File: src/rtl/mem_arbiter.sv
// Two-port (instruction fetch / data) arbiter in front of a single-ported RAM.
// Define MEM_ARBITER_RR_EN for round-robin tie-breaking; default is fixed data priority.
module mem_arbiter (
  input  logic        CLK,
  input  logic        RST,
  input  logic        iREN,
  input  logic [31:0] iaddr,
  output logic        iwait,
  output logic [31:0] iload,
  input  logic        dREN,
  input  logic        dWEN,
  input  logic [31:0] daddr,
  input  logic [31:0] dstore,
  output logic        dwait,
  output logic [31:0] dload,
  output logic        ramREN,
  output logic        ramWEN,
  output logic [31:0] ramaddr,
  output logic [31:0] ramstore,
  input  logic [31:0] ramload,
  input  logic        ram_ready
);

  typedef enum logic [1:0] {IDLE, IGRANT, DGRANT} state_t;

  state_t state;
  state_t cur;
  logic   dreq;
  logic   pick_data;
  logic   grant_data;

  assign dreq = dREN | dWEN;

`ifdef MEM_ARBITER_RR_EN
  // Set when the most recent grant went to the data port.
  logic last_data;
  assign pick_data = ~last_data;
`else
  assign pick_data = 1'b1;
`endif

  // Data wins when it is the only requester or when the tie-break favours it.
  assign grant_data = dreq & (~iREN | pick_data);

  // NOTE: sequential state uses non-blocking assignments so every register
  // samples pre-edge values regardless of statement order.
  always_ff @(posedge CLK) begin
    if (RST) begin
      state <= IDLE;
`ifdef MEM_ARBITER_RR_EN
      last_data <= 1'b0;
`endif
    end else begin
      case (state)
        IDLE: begin
          if (iREN | dreq) begin
            state <= grant_data ? DGRANT : IGRANT;
`ifdef MEM_ARBITER_RR_EN
            last_data <= grant_data;
`endif
          end
        end
        IGRANT:  if (ram_ready | ~iREN) state <= IDLE;
        DGRANT:  if (ram_ready | ~dreq) state <= IDLE;
        default: state <= IDLE;
      endcase
    end
  end

  // Reset forces idle outputs in the same cycle, even mid-access.
  assign cur = RST ? IDLE : state;

  // NOTE: every output gets a default before the case so no latch is inferred.
  always_comb begin
    ramREN   = 1'b0;
    ramWEN   = 1'b0;
    ramaddr  = '0;
    ramstore = '0;
    iwait    = iREN;
    dwait    = dreq;
    case (cur)
      IGRANT: begin
        ramREN  = iREN;
        ramaddr = iaddr;
        iwait   = ~(ram_ready & iREN);
      end
      DGRANT: begin
        ramREN   = dREN & ~dWEN;
        ramWEN   = dWEN;
        ramaddr  = daddr;
        ramstore = dstore;
        dwait    = ~(ram_ready & dreq);
      end
      default: ;
    endcase
  end

  assign iload = ramload;
  assign dload = ramload;

endmodule

File: config.mk
export PLATFORM = sky130hd
export DESIGN_NAME = mem_arbiter
export DESIGN_NICKNAME = d
export VERILOG_FILES = /design/src/rtl/mem_arbiter.sv
export SDC_FILE = /design/constraint.sdc
export NUM_CORES = 1
export LEC_CHECK = 0
export ABC_AREA = 1
export BUFFER_PORTS_ARGS = -buffer_cell sky130_fd_sc_hd__buf_4
export CAP_MARGIN = 20
export CORE_AREA = 5 5 101 103
export CTS_BUF_LIST = sky130_fd_sc_hd__clkbuf_4
export CTS_CLUSTER_DIAMETER = 120
export CTS_CLUSTER_SIZE = 8
export DETAILED_ROUTE_END_ITERATION = 8
export DIE_AREA = 0 0 106 108
export PLACE_DENSITY_LB_ADDON = 0.12
export SETUP_SLACK_MARGIN = 0.5
export SYNTH_ARGS = -nofsm -noshare
export SYNTH_HDL_FRONTEND = slang
export SYNTH_SLANG_ARGS = --single-unit
File: constraint.sdc
create_clock -name CLK -period 2 [get_ports CLK]
set_input_delay 0.4 -clock CLK [delete_from_list [all_inputs] [get_ports CLK]]
set_output_delay 0.4 -clock CLK [all_outputs]
set_load 0.01 [all_outputs]
==> reports/qor.csv <==
stage;metric;value;unit
min_path;hold_class;in2reg;
critical_path;cp_cell_sequence;inv_2 > nor2_4 > buf_6 > ha_4 > clkbuf_16 > nand2_2 > a21oi_4 > buf_6;
floorplan;placementRows;35;
cells_and_area;instances_no_fill;505;
clock_tree;cts_tree;yes;
clock_tree;clock_latency;0.23;ns
sta;max_freq;525;MHz
yosys;synth.top_cell.area_share;26.6;%
global_route;antenna_found_initial;0;
placed_design;post-place-cells;487;
status;status;complete, no violations;
detailed_routing;drt-pass1-iter-count;2;
cells_and_area;reg_top3;state: 2 flops;
global_route;grt_pass1_vias;2042;
sta;fin_skew;0.00112;ns
critical_path;cpPeakStageDelay;0.32;ns
detailed_routing;route.detailed.drc;0;
pwr;p_sw_share;40.1;%
clock_tree;cts_buffer_depth;2;
yosys;synthesis.area;0.00184;sq mm
global_route;track_usage;10.3;%
yosys;ys_seq_elements;2;
critical_path;cp_data_arrival_time;1.51;ns
flow_run;cap_violations;0;
clock_tree;cts_max_level;1;
clock_tree;clk_transition_reported_paths;0.03;ns
global_route;overflow;0;
pwr;p_switching;0.291;mW
yosys;syn_inst;275;
detailed_routing;wl_per_cell;13.6;um
sta;relSlewSlack;86.5;%
sta;hold_viol;0;
critical_path;critPathBufInv;4;
sta;fin_crit_sh;95.3;%
yosys;ys_seq_area_share;2.18;%
placed_design;place_ws;0.0750;ns
yosys;synth_cell_types;17;
critical_path;path_max_fanout;10;
pwr;ir_worst_vdd;87.3;uV
yosys;synth_warnings;0;
floorplan;die_x;106;um
yosys;synthTopCellsByArea;buf_4 (27%), nand2_4 (18%), nand2_1 (11%);
critical_path;cpLargestDelayFamily;buffers and inverters;
cells_and_area;top_register;state;
cells_and_area;diodes;0;
sta;worst_pin_slew;0.202;ns
critical_path;crit_required;1.60;ns
sta;fin_setup_tns;0;ns
floorplan;die_area;0.0114;sq mm
placed_design;port_buffers;169;
clock_tree;clock_sinks;2;
critical_path;end_kind;output pin;
sta;fin_crit;1.91;ns
global_route;grt_max_degree;36;
detailed_routing;final_antenna_net_count;0;
sta;setup_violations;0;
yosys;syn_avg_cell_area;6.68;sq um
cells_and_area;largest_reg_flops;2;
floorplan;coreArea;0.00911;sq mm
yosys;synth.largest_area_cell;buf_4;
floorplan;start_util;20.2;%
cells_and_area;mostFrequentLayoutCells;buf_4 (123), buf_6 (54), nand2_4 (38);
placed_design;hpwlAfterDp;5260;um
pwr;pwr-share-comb;81.2;%
detailed_routing;vias_per_cell;4.04;
critical_path;crit_top_cell;buf_6;
sta;slew_viol_final;0;
critical_path;reg2reg_slack;1.17;ns
floorplan;ios;266;
pwr;powerDensity;195;mW/mm^2
pwr;clockPowerShare;12.5;%
floorplan;die_y;108;um
clock_tree;cts-root-buf;clkbuf_4;
critical_path;critPathLaunchType;flip-flop;
detailed_routing;drtIter0Drc;41;
cells_and_area;nets;532;
cells_and_area;drive_above_1_share;87.3;%
placed_design;place_congestion;0.720;
yosys;synth_nets;411;
sta;rsz0062_at_grt;yes;
cells_and_area;final_common_cell;buf_4;
pwr;seqPwrFrac;6.3;%
clock_tree;cts_buffers;3;
detailed_routing;vias;2038;
global_route;grt_pass1_wl;9770;um
cells_and_area;syn_to_final_growth;102;%
critical_path;critPathKind;reg2out;
detailed_routing;wirelength;6850;um
pwr;p_leak;1.90;nW
critical_path;slowest_stage;dfxtp_2;
pwr;internal_power;0.434;mW
sta;setup_slack;0.0944;ns
-- power by group through the flow --
stage / sequential [mW] / combinational (mW) / clock, mW
after global routing: 0.0462 / 0.630 / 0.104
after detailed placement: 0.0481 / 0.487 / 0
after floorplan: 0.0472 / 0.362 / 0
final: 0.0458 / 0.589 / 0.0905
after global placement: 0.0480 / 0.486 / 0
after CTS: 0.0459 / 0.528 / 0.0964
-- cells by family (layout without fill, tap and decap cells) --
family,after synthesis,after routing,synth area share (%)
AO/OA/AOI/OAI,37,37,14.2
AND/OR/NAND/NOR,113,113,38.2
adder cells (fa/ha/maj),2,2,1.36
flip-flops,2,2,2.18
buffers and inverters,121,240,44.1
-- per-stage QoR --
step / hold slack, ns / utilization [%] / cell area, sq um / power [mW]
2_1_floorplan: 0.465 / - / 2220 / 0.409
3_3_place_gp: 0.534 / 34.1 / 3110 / 0.534
3_5_place_dp: 0.535 / 34.1 / 3110 / 0.535
4_1_cts: 0.392 / 36.3 / 3300 / 0.670
5_1_grt: 0.399 / 40.8 / 3710 / 0.781
6_report: 0.401 / 40.8 / 3710 / 0.725
-- cell type report --
| class | instances | area [sq um] |
|---|---|---|
| fillers | 920 | 5400 |
| repair buffers | 195 | 1910 |
| multi-input cells | 152 | 1420 |
| inverters | 42 | 181 |
| well taps | 111 | 139 |
| flip-flops and latches | 2 | 45.0 |
| clock buffers | 3 | 22.5 |
-- layer usage --
layer | track usage (%) | vias to the layer above | wire length (um)
met1 | 10.8 | 895 | 2250
li1 | - | 994 | -
met2 | 18.5 | 130 | 3580
met3 | 4.72 | 19 | 883
met5 | 0 | - | 0
met4 | 3.42 | 0 | 138
-- path summary, 6_finish.rpt --
| kind | cells past startpoint | from | end |
|---|---|---|---|
| setup reg to reg | 4 | state[1] | state[0] |
| hold / removal | 2 | RST | state[1] |
| hold reg to reg | 4 | state[0] | state[0] |
| setup / recovery | 8 | state[0] | ramaddr[28] |
-- worst reg2reg max path, stage by stage (launching register included) --
cell	delay (ns)
dfxtp_4	0.35
buf_4	0.14
nor2_1	0.11
nand2_1	0.06
a21oi_1	0.10
-- timing repair --
action / in CTS / in global routing
gates cloned: 2 / 4
setup buffers: 7 / 2
hold endpoints to repair: 0 / 0
pin swaps: 3 / 26
gates resized for setup: 16 / 85
hold buffers: 0 / 0
setup endpoints to repair: 68 / 68
-- Yosys cell counts --
cell type  instances
inv_2             31
ha_1               2
nor2_1             8
buf_4             65
buf_2              6
buf_6              3
a21oi_1           14
dfxtp_1            2
nand2_4           30
a21oi_2           20
o21ai_0            1
o21ai_1            2
nand2_2           20
buf_12             5
nand3_1            2
inv_1             11
nand2_1           53
Power figures use the tool's default switching activity.
